<file path="config.mk">
export PLATFORM = sky130hd
export DESIGN_NAME = p1_dir_ctrl_flat
export DESIGN_NICKNAME = d
export VERILOG_FILES = /design/src/rtl/p1_dir_ctrl_if.sv /design/src/rtl/p1_dir_ctrl.sv /design/src/flat_wrapper.sv
export SDC_FILE = /design/constraint.sdc
export NUM_CORES = 1
export LEC_CHECK = 0
export CORE_MARGIN = 3
export CORE_UTILIZATION = 30
export CTS_CLUSTER_DIAMETER = 100
export DETAILED_ROUTE_END_ITERATION = 16
export GPL_ROUTABILITY_DRIVEN = 0
export MAX_ROUTING_LAYER = met4
export PLACE_DENSITY_LB_ADDON = 0.2
export SLEW_MARGIN = 20
export SYNTH_ARGS = -nofsm -noshare
export SYNTH_HDL_FRONTEND = slang
export SYNTH_SLANG_ARGS = --single-unit
export TNS_END_PERCENT = 5
</file>
<file path="constraint.sdc">
create_clock -name clock -period 1.8 [get_ports clock]
set_clock_uncertainty 0.1 [all_clocks]
set_input_delay 0.18 -clock clock [delete_from_list [all_inputs] [get_ports clock]]
set_output_delay 0.18 -clock clock [all_outputs]
set_load 0.05 [all_outputs]
</file>
<file path="src/rtl/p1_dir_ctrl_if.sv">
// Player-1 input/output bundle between the scan/button sources and p1_dir_ctrl.
// master drives scan position, buttons and crash; slave returns direction code and strobes.
interface p1_dir_ctrl_if;
  logic [9:0] row;
  logic [9:0] col;
  logic       btn_up;
  logic       btn_down;
  logic       btn_left;
  logic       btn_right;
  logic       btn_start;
  logic       crash;
  logic [3:0] p1_info;
  logic       dflt;
  logic       frame_tick;

  modport master (
    output row, col, btn_up, btn_down, btn_left, btn_right, btn_start, crash,
    input  p1_info, dflt, frame_tick
  );

  modport slave (
    input  row, col, btn_up, btn_down, btn_left, btn_right, btn_start, crash,
    output p1_info, dflt, frame_tick
  );
endinterface

</file>
<file path="src/rtl/p1_dir_ctrl.sv">
// Player-1 button conditioning, frame-aligned direction latch and game-state FSM.
// Build option: define REVERSE_LOCK_EN to discard 180-degree reversals at the frame boundary.
module p1_dir_ctrl #(
  parameter int DEBOUNCE_CYCLES = 250000,
  parameter int CNT_W           = 18,
  parameter int FRAME_ROW       = 599,
  parameter int FRAME_COL       = 799
) (
  input logic          clock,
  input logic          reset,
  p1_dir_ctrl_if.slave bus
);
  localparam logic [1:0] ST_IDLE    = 2'd0;
  localparam logic [1:0] ST_RUN     = 2'd1;
  localparam logic [1:0] ST_STOPPED = 2'd2;

  localparam logic [3:0] DIR_UP    = 4'b0001;
  localparam logic [3:0] DIR_DOWN  = 4'b0010;
  localparam logic [3:0] DIR_LEFT  = 4'b0100;
  localparam logic [3:0] DIR_RIGHT = 4'b1000;
  localparam logic [3:0] CODE_STOP = 4'b1001;
  localparam logic [3:0] CODE_HOLD = 4'b0000;

  localparam logic [CNT_W-1:0] CNT_LIM = CNT_W'(DEBOUNCE_CYCLES - 1);

  // One-hot direction codes map to their opposite by swapping the bit pairs.
  function automatic logic [3:0] opposite_dir(input logic [3:0] d);
    return {d[2], d[3], d[0], d[1]};
  endfunction

  logic [4:0]       raw_s;
  logic [4:0]       sync1_r, sync2_r, deb_r, deb_d_r;
  logic [CNT_W-1:0] cnt_r [5];
  logic [4:0]       press_s;
  logic             dir_press_s, start_press_s, bnd_s, apply_s;
  logic [3:0]       press_dir_s, next_dir_s;
  logic             pend_vld_r, start_req_r, dflt_r, frame_tick_r;
  logic [3:0]       pend_dir_r, cur_dir_r, p1_info_r;
  logic [1:0]       state_r;

  assign raw_s         = {bus.btn_start, bus.btn_right, bus.btn_left, bus.btn_down, bus.btn_up};
  assign press_s       = deb_r & ~deb_d_r;
  assign dir_press_s   = |press_s[3:0];
  assign start_press_s = press_s[4];
  assign bnd_s         = (bus.row == 10'(FRAME_ROW)) && (bus.col == 10'(FRAME_COL));

  // Two-flop synchronisers, per-button debounce counters and press edge history.
  always_ff @(posedge clock or negedge reset) begin
    if (!reset) begin
      sync1_r <= 5'b00000;
      sync2_r <= 5'b00000;
      deb_r   <= 5'b00000;
      deb_d_r <= 5'b00000;
      for (int i = 0; i < 5; i++) cnt_r[i] <= '0;
    end else begin
      sync1_r <= raw_s;
      sync2_r <= sync1_r;
      deb_d_r <= deb_r;
      for (int i = 0; i < 5; i++) begin
        if (sync2_r[i] == deb_r[i]) begin
          cnt_r[i] <= '0;
        end else if (cnt_r[i] == CNT_LIM) begin
          deb_r[i] <= ~deb_r[i];
          cnt_r[i] <= '0;
        end else begin
          cnt_r[i] <= cnt_r[i] + CNT_W'(1);
        end
      end
    end
  end

  // Fixed priority among simultaneous direction presses: up > down > left > right.
  always_comb begin
    press_dir_s = CODE_HOLD;
    if (press_s[0])      press_dir_s = DIR_UP;
    else if (press_s[1]) press_dir_s = DIR_DOWN;
    else if (press_s[2]) press_dir_s = DIR_LEFT;
    else if (press_s[3]) press_dir_s = DIR_RIGHT;
    else                 press_dir_s = CODE_HOLD;
  end

  // Decide whether the pending request replaces the current direction at the boundary.
  always_comb begin
`ifdef REVERSE_LOCK_EN
    apply_s = pend_vld_r && (pend_dir_r != opposite_dir(cur_dir_r));
`else
    apply_s = pend_vld_r;
`endif
    if (apply_s) next_dir_s = pend_dir_r;
    else         next_dir_s = cur_dir_r;
  end

  // Pending request: a press in the boundary cycle survives into the next frame.
  always_ff @(posedge clock or negedge reset) begin
    if (!reset) begin
      pend_vld_r <= 1'b0;
      pend_dir_r <= CODE_HOLD;
    end else if (dir_press_s) begin
      pend_vld_r <= 1'b1;
      pend_dir_r <= press_dir_s;
    end else if (bnd_s) begin
      pend_vld_r <= 1'b0;
      pend_dir_r <= CODE_HOLD;
    end else begin
      pend_vld_r <= pend_vld_r;
      pend_dir_r <= pend_dir_r;
    end
  end

  // Game-state FSM; crash bypasses frame alignment and wins over a same-cycle boundary.
  always_ff @(posedge clock or negedge reset) begin
    if (!reset) begin
      state_r     <= ST_IDLE;
      start_req_r <= 1'b0;
      cur_dir_r   <= DIR_RIGHT;
      p1_info_r   <= CODE_HOLD;
      dflt_r      <= 1'b1;
    end else begin
      case (state_r)
        ST_IDLE: begin
          if (bnd_s && start_req_r) begin
            state_r     <= ST_RUN;
            start_req_r <= 1'b0;
            cur_dir_r   <= DIR_RIGHT;
            p1_info_r   <= DIR_RIGHT;
            dflt_r      <= 1'b0;
          end else if (start_press_s) begin
            start_req_r <= 1'b1;
          end else begin
            start_req_r <= start_req_r;
          end
        end
        ST_RUN: begin
          if (bus.crash) begin
            state_r   <= ST_STOPPED;
            p1_info_r <= CODE_STOP;
          end else if (bnd_s) begin
            cur_dir_r <= next_dir_s;
            p1_info_r <= next_dir_s;
          end else begin
            cur_dir_r <= cur_dir_r;
          end
        end
        ST_STOPPED: begin
          if (bnd_s && start_req_r) begin
            state_r     <= ST_IDLE;
            start_req_r <= 1'b0;
            cur_dir_r   <= DIR_RIGHT;
            p1_info_r   <= CODE_HOLD;
            dflt_r      <= 1'b1;
          end else if (start_press_s) begin
            start_req_r <= 1'b1;
          end else begin
            start_req_r <= start_req_r;
          end
        end
        default: begin
          state_r     <= ST_IDLE;
          start_req_r <= 1'b0;
          cur_dir_r   <= DIR_RIGHT;
          p1_info_r   <= CODE_HOLD;
          dflt_r      <= 1'b1;
        end
      endcase
    end
  end

  // Frame-boundary pulse, one cycle after the boundary pixel.
  always_ff @(posedge clock or negedge reset) begin
    if (!reset) frame_tick_r <= 1'b0;
    else        frame_tick_r <= bnd_s;
  end

  assign bus.p1_info    = p1_info_r;
  assign bus.dflt       = dflt_r;
  assign bus.frame_tick = frame_tick_r;
endmodule

</file>
<file path="src/flat_wrapper.sv">
// flat-port wrapper written by rule: the top's interface ports become plain ports
module p1_dir_ctrl_flat 
#(
  parameter int DEBOUNCE_CYCLES = 250000,
  parameter int CNT_W           = 18,
  parameter int FRAME_ROW       = 599,
  parameter int FRAME_COL       = 799
)
  (clock, reset, bus_row, bus_col, bus_btn_up, bus_btn_down, bus_btn_left, bus_btn_right, bus_btn_start, bus_crash, bus_p1_info, bus_dflt, bus_frame_tick);
  p1_dir_ctrl_if bus_i ();
  input logic clock;
  input logic reset;
  input wire logic [$bits(bus_i.row)-1:0] bus_row;
  input wire logic [$bits(bus_i.col)-1:0] bus_col;
  input wire logic [$bits(bus_i.btn_up)-1:0] bus_btn_up;
  input wire logic [$bits(bus_i.btn_down)-1:0] bus_btn_down;
  input wire logic [$bits(bus_i.btn_left)-1:0] bus_btn_left;
  input wire logic [$bits(bus_i.btn_right)-1:0] bus_btn_right;
  input wire logic [$bits(bus_i.btn_start)-1:0] bus_btn_start;
  input wire logic [$bits(bus_i.crash)-1:0] bus_crash;
  output wire logic [$bits(bus_i.p1_info)-1:0] bus_p1_info;
  output wire logic [$bits(bus_i.dflt)-1:0] bus_dflt;
  output wire logic [$bits(bus_i.frame_tick)-1:0] bus_frame_tick;
  assign bus_i.row = bus_row;
  assign bus_i.col = bus_col;
  assign bus_i.btn_up = bus_btn_up;
  assign bus_i.btn_down = bus_btn_down;
  assign bus_i.btn_left = bus_btn_left;
  assign bus_i.btn_right = bus_btn_right;
  assign bus_i.btn_start = bus_btn_start;
  assign bus_i.crash = bus_crash;
  assign bus_p1_info = bus_i.p1_info;
  assign bus_dflt = bus_i.dflt;
  assign bus_frame_tick = bus_i.frame_tick;
  p1_dir_ctrl #(.DEBOUNCE_CYCLES(DEBOUNCE_CYCLES), .CNT_W(CNT_W), .FRAME_ROW(FRAME_ROW), .FRAME_COL(FRAME_COL)) u_core (.clock(clock), .reset(reset), .bus(bus_i));
endmodule
</file>
==> results.json <==
{
  "cp.required_ps": 2000,
  "slew_headroom_pct": 67.0,
  "layout-drive-gt1-share_pct": 16.6,
  "fp.dieH_um": 146,
  "netlist_instances": 551,
  "rr_startpoint": "u_core.cnt_r[36]$_DFF_PN0_",
  "wl_per_cell_um": 12.4,
  "hold_path_class": "primary input to asynchronous set/reset pin",
  "drv_slew": 0,
  "n_antenna_cell": 0,
  "synth_cell_types": 50,
  "timing.rr.end": "u_core.cnt_r[52]$_DFF_PN0_",
  "cap_viol_max_count": 0,
  "setup_viol": 0,
  "cts.sinks": 128,
  "first_pass_iters": 4,
  "ctsRootBufferMaster": "clkbuf_16",
  "min_period_ps": 1700,
  "final_hold_viol_count": 0,
  "rsz0062_at_grt": "yes",
  "cts-htree-levels": 4,
  "layoutNonFillerInstCount": 904,
  "antenna_found_initial": 0,
  "status": "finished clean",
  "synth_area_mm2": 0.00586,
  "syn_nets": 584,
  "seqPwrFrac_pct": 45.1,
  "synth_warnings": 0,
  "io_pins": 34,
  "fmax_mhz": 587,
  "tightestPinTransition_ps": 497,
  "hpwlAfterDp_um": 7650,
  "grtUsageTotal_pct": 11.2,
  "p_sw_share_pct": 21.0,
  "drt_iter0_markers": 176,
  "postRouteAntennaNets": 0,
  "crit_fanout": 4,
  "synthArstFlopShare_pct": 100,
  "cts_tree": "built",
  "die_area_mm2": 0.0212,
  "finalNetCount": 664,
  "stdcell_area_mm2": 0.00748,
  "period_share_pct": 94.7,
  "dp.cells": 871,
  "end_kind": "flop",
  "p_per_area_mw_per_mm2": 875,
  "fillers": 1822,
  "leakage_nw": 3.28,
  "avgViaCountPerCell": 4.51,
  "insertion_delay_ps": 410,
  "synth_seq_area_share_pct": 54.7,
  "clkTransAtPathRegs_ps": 50,
  "r2r_cells": 7,
  "layout.area.seq_mm2": 0.00321,
  "io_buffers": 33,
  "p_sw_mw": 1.37,
  "whs_ps": 48.8,
  "cts.path.max_buffers": 2,
  "worstSetupPathType": "flop to flop",
  "internal_power_mw": 5.17,
  "area_delta_synth_final_pct": 27.8,
  "ir_drop_v": 0.000412,
  "worst_setup_path_start_kind": "flop",
  "die_x_um": 146,
  "multi_input_area_mm2": 0.00258,
  "grt_max_degree": 73,
  "num_rows": 50,
  "place_area_mm2": 0.00680,
  "ys_dominant_reg_cell": "dfrtp_1",
  "drc": 0,
  "initial_utilization_pct": 30.9,
  "num_vias": 4077,
  "critPathArrivalTime_ps": 1910,
  "grt_pass1_wl_um": 19300,
  "drt-total-wl_um": 11200,
  "synth-edff-count": 0,
  "ys_ff_latch": 128,
  "synth_area_per_cell_um2": 10.6,
  "grt_overflow": 0,
  "core_mm2": 0.0190,
  "p_clk_share_pct": 51.0,
  "cts_made_buffers": 17,
  "pwr-share-comb_pct": 3.9,
  "grt_pass1_vias": 4080,
  "reg2reg_slack_ps": 100
}
what timing repair did:
action | CTS | global route
hold buffers | 1 | 0
hold endpoints to repair | 127 | 0
pin swaps | 0 | 4
endpoints found under the setup margin | 6 | 91
setup buffers | 0 | 0
gates resized for setup | 6 | 15
worst max-delay path by stage:
stage / slack (ps) / endpoint / startpoint / depth (start not counted)
3_5_place_dp: -170 / u_core.cur_dir_r[0]$_DFFE_PN0P_ / bus_row[8] / 6
6_report: 100 / u_core.cnt_r[52]$_DFF_PN0_ / u_core.cnt_r[36]$_DFF_PN0_ / 7
5_1_grt: -20 / u_core.cnt_r[52]$_DFF_PN0_ / u_core.cnt_r[36]$_DFF_PN0_ / 7
2_1_floorplan: 110 / u_core.cnt_r[63]$_DFF_PN0_ / u_core.cnt_r[67]$_DFF_PN0_ / 7
4_1_cts: 10 / u_core.cnt_r[67]$_DFF_PN0_ / u_core.cnt_r[65]$_DFF_PN0_ / 6
3_3_place_gp: -170 / u_core.cur_dir_r[0]$_DFFE_PN0P_ / bus_row[8] / 6
cell type report:
| cell class | count | area share [%] |
|---|---|---|
| clock buffers | 21 | 6.29 |
| clock inverters | 11 | 1.50 |
| inverters | 16 | 0.803 |
| multi-input cells | 392 | 34.4 |
| flip-flops and latches | 128 | 42.8 |
| well taps | 260 | 4.35 |
| repair buffers | 76 | 9.78 |
sequential cells by signal (all words and copies together), names as in the netlist:
| register | cells |
|---|---|
| u_core.apply_s | 1 |
| u_core.bus.dflt | 1 |
| u_core.bus.frame_tick | 1 |
| u_core.bus.p1_info | 4 |
| u_core.cnt_r | 90 |
| u_core.cur_dir_r | 4 |
| u_core.deb_d_r | 5 |
| u_core.deb_r | 5 |
| u_core.pend_dir_r | 4 |
| u_core.start_req_r | 1 |
| u_core.state_r | 2 |
| u_core.sync1_r | 5 |
| u_core.sync2_r | 5 |
power groups by stage:
stage / Combinational [mW] / Sequential [mW] / Clock, mW
floorplan: 0.0915 / 2.99 / 0
finish: 0.254 / 2.95 / 3.34
detailed placement: 0.258 / 3.00 / 0
global placement: 0.252 / 3.00 / 0
global route: 0.287 / 2.95 / 3.60
CTS: 0.262 / 2.95 / 3.45
synthesized netlist by cell type, types with 2 or more instances:
| cell type | instances | share of area [%] |
|---|---|---|
| a22o_1 | 4 | 0.60 |
| a21boi_0 | 2 | 0.26 |
| nor2_1 | 101 | 6.5 |
| nor3_1 | 10 | 0.85 |
| a21o_1 | 2 | 0.26 |
| buf_4 | 6 | 0.77 |
| inv_1 | 16 | 1.0 |
| and3_1 | 16 | 1.7 |
| a21oi_1 | 2 | 0.17 |
| nand2b_1 | 2 | 0.21 |
| nand4bb_1 | 2 | 0.38 |
| nand2_1 | 37 | 2.4 |
| buf_6 | 3 | 0.58 |
| buf_2 | 3 | 0.26 |
| xnor2_1 | 36 | 5.4 |
| nand4b_1 | 4 | 0.60 |
| xor2_1 | 49 | 7.3 |
| dfrtp_1 | 126 | 54 |
| o21ai_1 | 2 | 0.17 |
| and2_1 | 2 | 0.21 |
| o21ai_0 | 5 | 0.43 |
| mux2_2 | 7 | 1.3 |
| or2_1 | 3 | 0.32 |
| nor2_2 | 2 | 0.21 |
| nand3b_1 | 5 | 0.64 |
| ha_1 | 5 | 1.1 |
| or2_2 | 2 | 0.21 |
| nor4b_1 | 4 | 0.60 |
| and4_1 | 10 | 1.5 |
| clkbuf_1 | 3 | 0.19 |
| dfstp_2 | 2 | 0.90 |
| mux2i_1 | 4 | 0.68 |
| nor4_1 | 8 | 0.85 |
| nand4_1 | 17 | 1.8 |
| nor4_2 | 3 | 0.64 |
| nand3_1 | 27 | 2.3 |
| nor2b_1 | 6 | 0.64 |
logic make-up (layout without fill, tap and decap cells):
family / after synthesis / after routing / synth area share [%]
xor gates and xnor gates: 85 / 85 / 12.7
muxes: 11 / 11 / 2.03
adders and majority gates: 5 / 5 / 1.07
buffers and inverters: 31 / 124 / 2.82
DFF: 128 / 128 / 54.7
and+or+nand+nor: 267 / 267 / 23.7
AOI/OAI and AO/OA: 24 / 24 / 2.95
worst max-delay path, stage by stage (launching register included):
cell and delay [ps]:
dfrtp_1 400, ha_2 220, nand4_1 170, nor3_1 220, buf_4 160, nand4_1 120, xor2_1 160, nor2_1 50
placed cells by master (no fill, tap or decap), types with 7 or more instances in the layout:
cell type,count
clkbuf_16,17
nand2_1,37
mux2_2,7
nand4_1,17
dfrtp_1,126
xnor2_1,36
inv_1,16
and4_1,10
and3_1,16
xor2_1,49
buf_4,37
nand3_1,26
buf_12,7
clkdlybuf4s50_1,26
nor2_1,101
per-stage QoR:
stage	total power [mW]	setup TNS, ps	utilization [%]	setup WS, ps
6_report	6.54	0	39.5	95.4
5_1_grt	6.84	-136	39.5	-20.3
4_1_cts	6.66	0	39.0	10.9
3_5_place_dp	3.26	-890	35.9	-174
3_3_place_gp	3.25	-902	35.9	-165
2_1_floorplan	3.08	0	-	106
per-layer routing:
layer  up-vias  track usage (%)  wire length (um)  share of wire [%]
li1       2027                -                 -                  -
met1      1970             14.1              5350                 48
met2        65             17.1              5210                 47
met3        15             3.24               428                3.8
met4         0             4.56               180                1.6
met5         -                -                 0                  0
(Power assumes the default switching activity.)
